$ cat config.mk
export PLATFORM = sky130hd
export DESIGN_NAME = reg_dc_mp
export DESIGN_NICKNAME = d
export VERILOG_FILES = /design/src/rtl/reg_dc_mp.sv
export SDC_FILE = /design/constraint.sdc
export NUM_CORES = 1
export LEC_CHECK = 0
export ABC_AREA = 1
export CORE_MARGIN = 8
export CORE_UTILIZATION = 31
export DETAILED_ROUTE_END_ITERATION = 7
export GPL_TIMING_DRIVEN = 1
export PLACE_DENSITY = 0.66
export SYNTH_ARGS = -nofsm -noshare
export SYNTH_HDL_FRONTEND = slang
export SYNTH_SLANG_ARGS = --single-unit
export TNS_END_PERCENT = 30
$ cat constraint.sdc
create_clock -name CLK_DC -period 1.5 [get_ports CLK_DC]
set_input_delay 0.3 -clock CLK_DC [delete_from_list [all_inputs] [get_ports CLK_DC]]
set_output_delay 0.3 -clock CLK_DC [all_outputs]
set_load 0.01 [all_outputs]
$ cat src/rtl/reg_dc_mp.sv
// Decode-stage register read with a one-entry valid/ready output register.
// Optional write-back forwarding is enabled by defining REG_DC_MP_BYPASS_EN.
module reg_dc_mp #(
  parameter int DATA_W   = 16,
  parameter int NUM_REGS = 8,
  parameter int ADDR_W   = 3,
  parameter int NUM_RD   = 2
) (
  input  logic                       CLK_DC,
  input  logic                       RESET,
  input  logic                       VALID_IN,
  output logic                       READY_OUT,
  input  logic [NUM_RD*ADDR_W-1:0]   N_REG_IN,
  input  logic [NUM_REGS*DATA_W-1:0] REGS_IN,
  input  logic                       WB_EN,
  input  logic [ADDR_W-1:0]          N_WB,
  input  logic [DATA_W-1:0]          WB_DATA,
  output logic                       VALID_OUT,
  input  logic                       READY_IN,
  output logic [NUM_RD*ADDR_W-1:0]   N_REG_OUT,
  output logic [NUM_RD*DATA_W-1:0]   REG_OUT,
  output logic [NUM_RD-1:0]          RANGE_ERR
);

  function automatic logic in_range(input logic [ADDR_W-1:0] idx);
    return (int'(idx) < NUM_REGS);
  endfunction

  // Out-of-range indices fall through every compare and read as zero.
  function automatic logic [DATA_W-1:0] read_reg(
    input logic [NUM_REGS*DATA_W-1:0] regs,
    input logic [ADDR_W-1:0]          idx
  );
    logic [DATA_W-1:0] v;
    v = '0;
    for (int r = 0; r < NUM_REGS; r++) begin
      if (idx == ADDR_W'(r)) v = regs[r*DATA_W +: DATA_W];
    end
    return v;
  endfunction

  logic                     vld_p1_q, vld_p1_d;
  logic [NUM_RD*ADDR_W-1:0] nreg_p1_q, nreg_p1_d;
  logic [NUM_RD*DATA_W-1:0] data_p1_q, data_p1_d;
  logic [NUM_RD-1:0]        rerr_p1_q, rerr_p1_d;
  logic                     ready;
  logic                     accept;
  logic [ADDR_W-1:0]        idx_in [NUM_RD];

`ifndef REG_DC_MP_BYPASS_EN
  logic wb_unused;
  assign wb_unused = ^{WB_EN, N_WB, WB_DATA};
`endif

  always_comb begin
    for (int p = 0; p < NUM_RD; p++) idx_in[p] = N_REG_IN[p*ADDR_W +: ADDR_W];
  end

  assign ready  = (!vld_p1_q || READY_IN) && !RESET;
  assign accept = VALID_IN && ready;

  always_comb begin
    vld_p1_d  = vld_p1_q;
    nreg_p1_d = nreg_p1_q;
    data_p1_d = data_p1_q;
    rerr_p1_d = rerr_p1_q;
    if (accept) begin
      vld_p1_d  = 1'b1;
      nreg_p1_d = N_REG_IN;
      for (int p = 0; p < NUM_RD; p++) begin
        rerr_p1_d[p]                    = !in_range(idx_in[p]);
        data_p1_d[p*DATA_W +: DATA_W]   = read_reg(REGS_IN, idx_in[p]);
`ifdef REG_DC_MP_BYPASS_EN
        if (WB_EN && (N_WB == idx_in[p]) && in_range(N_WB))
          data_p1_d[p*DATA_W +: DATA_W] = WB_DATA;
`endif
      end
    end else if (vld_p1_q && READY_IN) begin
      vld_p1_d = 1'b0;
`ifdef REG_DC_MP_BYPASS_EN
    end else if (vld_p1_q) begin
      // Held operands track write-backs so the entry is not stale when it leaves.
      for (int p = 0; p < NUM_RD; p++) begin
        if (WB_EN && (N_WB == nreg_p1_q[p*ADDR_W +: ADDR_W]) && !rerr_p1_q[p])
          data_p1_d[p*DATA_W +: DATA_W] = WB_DATA;
      end
`endif
    end
  end

  // Stage p1: operand output register
  always_ff @(posedge CLK_DC) begin
    if (RESET) begin
      vld_p1_q  <= 1'b0;
      nreg_p1_q <= '0;
      data_p1_q <= '0;
      rerr_p1_q <= '0;
    end else begin
      vld_p1_q  <= vld_p1_d;
      nreg_p1_q <= nreg_p1_d;
      data_p1_q <= data_p1_d;
      rerr_p1_q <= rerr_p1_d;
    end
  end

  assign READY_OUT = ready;
  assign VALID_OUT = vld_p1_q;
  assign N_REG_OUT = nreg_p1_q;
  assign REG_OUT   = data_p1_q;
  assign RANGE_ERR = rerr_p1_q;

endmodule

==> impl_metrics.yaml, run 1 <==
synthesis:
  post_synth_num_cell_types: 20
  synth_top_cells_by_area: "dfxtp_1 22%, nand4_1 17%, a21oi_1 14%"
  share_of_synthesized_area_occupied_by_flip_flops_and_latches: 0.222
  syn_avg_cell_area_um2: 5.73
  synth_warnings: 0
  postSynthCellCount: 613
  yosys_register_bits: 39
  synth_largest_area_cell: "dfxtp_1"
  netlist_area_mm2: 0.00351
  synth_largest_type_area_fraction: 0.222
global_routing:
  groute.layer.met1.usage: 0.276
  use_met3: 0.0414
  grt_overflow_total: 0
  grt_antenna_before_repair: 0
  grt_first_pass_wirelength_um: 29000
  grt_start_max_net_pins: 41
  grt_busiest_layer: "met2"
  met2_usage: 0.436
  grtUsageTotal: 0.244
  grt_pass1_vias: 5506
clocking:
  clk-insertion-delay-late_ns: 0.29
  hold_buffers: 0
  cts.clk_slew.worst_paths_ns: 0.07
  tritoncts_clock_tree: "done"
  cts.root.buffer_cell: "clkbuf_16"
  cts.sink_count: 39
  cts_buffer_depth: 2
  h-tree-depth: 2
  cts-buffers-inserted: 5
die:
  pin_count: 200
  core_region_area_mm2: 0.0112
  die_h_um: 122
  floorplan.initialDensity: 0.313
  dieArea_mm2: 0.0150
  num_rows: 39
  fp.dieW_um: 122
placed_design:
  place_congestion: 0.909
  post_dp_cell_area_mm2: 0.00574
  port_buffers: 177
  hpwl_um: 14300
  place_ws_ns: -0.550
setup_path:
  critPathArrivalTime_ns: 1.18
  reg_to_reg_critical_path_endpoint: "REG_OUT[23]$_SDFFE_PP0P_"
  cpLargestDelayFamily: "buffers and inverters"
  slowest_stage: "clkdlybuf4s50_1"
  critical_path.cell_chain: "clkdlybuf4s50_1"
  worstRegToRegCells: 7
  critical_path_depth: 1
  max_stage_delay_ns: 0.58
  critical_path.n_buffers_inverters: 1
  r2r_setup_slack_ns: 0.18
  timing.critical_path.from_type: "flip-flop"
  cp_max_fo: 2
  worstPathRequired_ns: 1.20
  type_of_the_setup_path_with_the_least_slack: "reg -> out"
  timing.critical_path.to_type: "output pin"
  timing.rr.start: "VALID_OUT$_SDFFE_PP0P_"
finish:
  final_nets: 955
  n_fill_cell: 1129
  final_cell_mix: "152 x clkdlybuf4s50_1, 128 x nand2_1, 97 x nand4_1"
  antenna_cells_inserted: 0
  area_growth_syn_to_layout_pct: 74.9
  final_layout_size_suffix_gt1_frac: 0.122
  finish.utilization: 0.548
  multi_input_area_mm2: 0.00241
  layout_commonest_cell: "clkdlybuf4s50_1"
  final_cell_area_mm2: 0.00615
  seq_area_um2: 781
power_and_ir_drop:
  clockPowerShare: 0.355
  static-leakage-power_nw: 2.67
  power.total_mw: 4.01
  power_frac_seq: 0.282
  swShare: 0.306
  internal_power_mw: 2.79
  power_density_mw_per_mm2: 653
  share_comb_of_total_power: 0.363
  netSwitchingPower_mw: 1.23
  max-vdd-ir-drop_v: 0.000698
routing:
  detailedRoute.firstIterationViolations: 423
  drc: 0
  detail_route.wirelength_um: 19000
  drtAntennaViolNets: 0
  detailedRoute.firstPassIterationCount: 5
  wl_per_cell_um: 20.2
  routed_via_density: 5.65
  route.vias.total: 5317
sta:
  timing.final.max_slew_violations: 0
  grt_setup_unrepaired: "true"
  achievable-frequency_mhz: 675
  hold_slack_ns: 0.465
  finalWorstSetupSlack_ns: 0.0191
  post-route-period-util: 0.987
  hold_viol: 0
  setup_viol: 0
  min_period_ns: 1.48
  worst_clock_skew_ns: 0.00806
hold_path:
  worstHoldStart: "REG_OUT[5]$_SDFFE_PP0P_"
  min_to: "REG_OUT[5]$_SDFFE_PP0P_"
  worst_hold_path_type: "reg -> reg"
  hold_depth: 2
job:
  cap_viol_max_count: 0
outcome:
  outcome: "completed"
==> repair_timing <==
item                                    in CTS  in global routing
pin swaps                                    3                  1
endpoints found under the setup margin      40                 49
buffers inserted                             3                  0
gates resized for setup                     31                 30
gates cloned                                 3                  1
==> cell families after synthesis <==
kind of cell | after synthesis | synth area share
buffers and inverters | 97 | 0.116
other | 1 | 0.00107
AO/OA/AOI/OAI | 104 | 0.148
flip-flops | 39 | 0.222
AND/OR/NAND/NOR | 372 | 0.513
==> layout make-up <==
class / instances / area share
multi-input cells: 478 / 0.393
well taps: 143 / 0.0291
clock inverters: 3 / 0.0110
repair buffers: 229 / 0.393
inverters: 44 / 0.0273
clock buffers: 5 / 0.0204
flip-flops and latches: 39 / 0.127
==> registers in the layout, indices dropped and copies added (netlist names) <==
register   count
REG_OUT       32
N_REG_OUT      6
VALID_OUT      1
==> worst max path at each step <==
stage / startpoint / end / slack, ns
floorplan: RESET / N_REG_OUT[2]$_SDFFE_PP0P_ / 0.04
global placement: N_REG_IN[4] / REG_OUT[20]$_SDFFE_PP0P_ / -0.54
detailed placement: N_REG_IN[0] / REG_OUT[2]$_SDFFE_PP0P_ / -0.55
CTS: READY_IN / READY_OUT / -0.03
global route: READY_IN / REG_OUT[29]$_SDFFE_PP0P_ / -0.01
finish: REG_OUT[6]$_SDFFE_PP0P_ / REG_OUT[6] / 0.02
==> stage by stage <==
step                TNS (ns)  cells
floorplan                  0    614
global placement      -17.68    926
detailed placement    -17.50    926
CTS                  -0.0325    940
global route         -0.0907    941
finish                     0    941
==> Yosys cell counts (all sizes together) <==
master  instances
dfxtp          39
conb            1
nand2         129
and3            1
nor2           65
inv            44
nand3          72
buf            33
or2             1
nand4          97
clkbuf         20
o21ai           7
nor3            7
a21oi          97
==> routing by layer <==
metal | routed length (um) | vias up | part of all wire
met5 | 0 | - | 0
met4 | 793 | 0 | 0.042
met3 | 1240 | 56 | 0.065
met2 | 9420 | 271 | 0.50
met1 | 7520 | 2481 | 0.40
li1 | - | 2509 | -
==> power by group through the flow <==
stage                     logic (mW)  clock network, mW  registers, mW
final                           1.46               1.43           1.13
after global routing            1.56               1.47           1.14
after CTS                       1.43               1.44           1.13
after detailed placement        1.39                  0           1.15
after global placement          1.39                  0           1.15
after floorplan                0.528                  0           1.18
Power figures use the tool's default switching activity.
==> run 2, diff against run 1 <==
--- a/config.mk
+++ b/config.mk
@@ -6,7 +6,7 @@
 export NUM_CORES = 1
 export LEC_CHECK = 0
 export ABC_AREA = 1
-export CORE_MARGIN = 8
+export CORE_MARGIN = 1.5
 export CORE_UTILIZATION = 31
 export DETAILED_ROUTE_END_ITERATION = 7
 export GPL_TIMING_DRIVEN = 1
==> impl_metrics.yaml, run 2 (synthesis results as in run 1) <==
outcome:
  outcome: "completed"
setup_path:
  timing.rr.start: "VALID_OUT$_SDFFE_PP0P_"
  reg_to_reg_critical_path_endpoint: "REG_OUT[14]$_SDFFE_PP0P_"
  critical_path.cell_chain: "clkdlybuf4s50_1"
  cp_max_fo: 2
  cpLargestDelayFamily: "buffers and inverters"
  r2r_setup_slack_ns: 0.15
  worstRegToRegCells: 7
  critical_path.n_buffers_inverters: 1
  critPathArrivalTime_ns: 1.19
  timing.critical_path.to_type: "output pin"
  worstPathRequired_ns: 1.20
  critPathLaunch: "REG_OUT[27]$_SDFFE_PP0P_"
  max_stage_delay_ns: 0.55
  type_of_the_setup_path_with_the_least_slack: "reg -> out"
  slowest_stage: "clkdlybuf4s50_1"
  timing.critical_path.from_type: "flip-flop"
global_routing:
  grt_overflow_total: 0
  grt_antenna_before_repair: 0
  grt_start_max_net_pins: 58
  grtUsageTotal: 0.298
  grt_first_pass_wirelength_um: 27100
  grt_pass1_vias: 5309
die:
  fp.dieW_um: 109
  floorplan.initialDensity: 0.321
  dieArea_mm2: 0.0120
  num_rows: 38
  core_region_area_mm2: 0.0109
  pin_count: 200
  die_h_um: 109
placed_design:
  place_congestion: 0.908
  post_dp_cell_area_mm2: 0.00582
  post-place-cells: 932
  hpwl_um: 12800
  port_buffers: 177
power_and_ir_drop:
  max-vdd-ir-drop_v: 0.000576
  power_density_mw_per_mm2: 633
  power.total_mw: 4.13
  static-leakage-power_nw: 3.02
sta:
  worst_clock_skew_ns: 0.00427
  hold_viol: 0
  post-route-period-util: 0.996
  grt_setup_unrepaired: "true"
  timing.final.max_slew_violations: 0
  setup_viol: 0
  hold_slack_ns: 0.354
  achievable-frequency_mhz: 669
  min_period_ns: 1.49
hold_path:
  hold_depth: 4
  min_to: "VALID_OUT$_SDFFE_PP0P_"
  worst_hold_path_type: "in -> reg"
  worstHoldStart: "READY_IN"
finish:
  n_fill_cell: 1016
  largest_reg_flops: 32
  final_cell_mix: "143 x clkdlybuf4s50_1, 128 x nand2_1, 97 x nand4_1"
  finish.utilization: 0.597
  antenna_cells_inserted: 0
  final_layout_size_suffix_gt1_frac: 0.151
  final_nets: 976
  layout_commonest_cell: "clkdlybuf4s50_1"
  area_growth_syn_to_layout_pct: 85.7
  final_cell_area_mm2: 0.00653
  fin_cells: 959
routing:
  routed_via_density: 5.65
  wl_per_cell_um: 19.2
  detailedRoute.firstIterationViolations: 492
  detail_route.wirelength_um: 18400
  route.vias.total: 5417
  drc: 0
  drtAntennaViolNets: 0
  detailedRoute.firstPassIterationCount: 5
clocking:
  clk-insertion-delay-late_ns: 0.29
  hold_buffers: 0
  h-tree-depth: 2
  cts.sink_count: 39
  tritoncts_clock_tree: "done"
  cts-buffers-inserted: 5
  cts.clk_slew.worst_paths_ns: 0.06
  cts_buffer_depth: 2
  cts.root.buffer_cell: "clkbuf_16"
job:
  cap_viol_max_count: 0
-- run 2: cell count changes in the layout (fill, tap and decap cells not counted), moves of 3 or more --
cell,delta
buf_4,+12
dlymetal6s2s_1,+11
clkdlybuf4s50_1,-9
nor2_1,-6
nor2_2,+5
a21oi_1,+4
a21oi_2,-4
buf_6,+4
dlygate4sd2_1,-4
nand3_1,-4
nand3_2,+4
bufbuf_16,+3
-- run 2: cell type report --
type,instances,area (um^2),share of cell area
Multi-Input combinational cell,478,2450,0.375
Clock inverter,2,60.1,0.00920
Sequential cell,39,781,0.120
Timing Repair Buffer,250,2760,0.423
Clock buffer,6,129,0.0198
Tap cell,140,175,0.0268
Inverter,44,175,0.0268
-- run 2: worst max path at each step --
| stage | to | slack, ns | cells past startpoint |
|---|---|---|---|
| after global placement | REG_OUT[20]$_SDFFE_PP0P_ | -0.55 | 8 |
| after global routing | REG_OUT[2]$_SDFFE_PP0P_ | -0.02 | 10 |
| after CTS | READY_OUT | -0.01 | 4 |
| after floorplan | N_REG_OUT[2]$_SDFFE_PP0P_ | 0.04 | 7 |
| after detailed placement | REG_OUT[20]$_SDFFE_PP0P_ | -0.59 | 8 |
| final | REG_OUT[27] | 0.006 | 1 |
-- run 2: repair_timing --
action / in CTS / in global routing
buffers inserted: 9 / 0
cloned: 7 / 3
setup endpoints to repair: 38 / 59
pin swaps: 20 / 6
resized for setup: 46 / 43
-- run 2: power breakdown --
group	internal (mW)	total, mW	leakage (nW)	switching, mW
sequential	1.10	1.13	0.319	0.0339
clock	0.956	1.44	0.0911	0.480
combinational	0.813	1.56	2.61	0.749
-- run 2: through the flow --
step                      TNS (ns)  setup slack (ns)
final                            0           0.00632
after global routing       -0.0478           -0.0232
after CTS                  -0.0133           -0.0103
after detailed placement    -18.22            -0.590
after global placement      -17.36            -0.548
after floorplan                  0            0.0431
-- run 2: layer usage --
metal  up-vias  track usage  part of all wire
met5         -            0                 0
li1       2555            -                 -
met3        60       0.0486             0.086
met2       321        0.534              0.49
met1      2481        0.348              0.38
met4         0        0.131             0.038
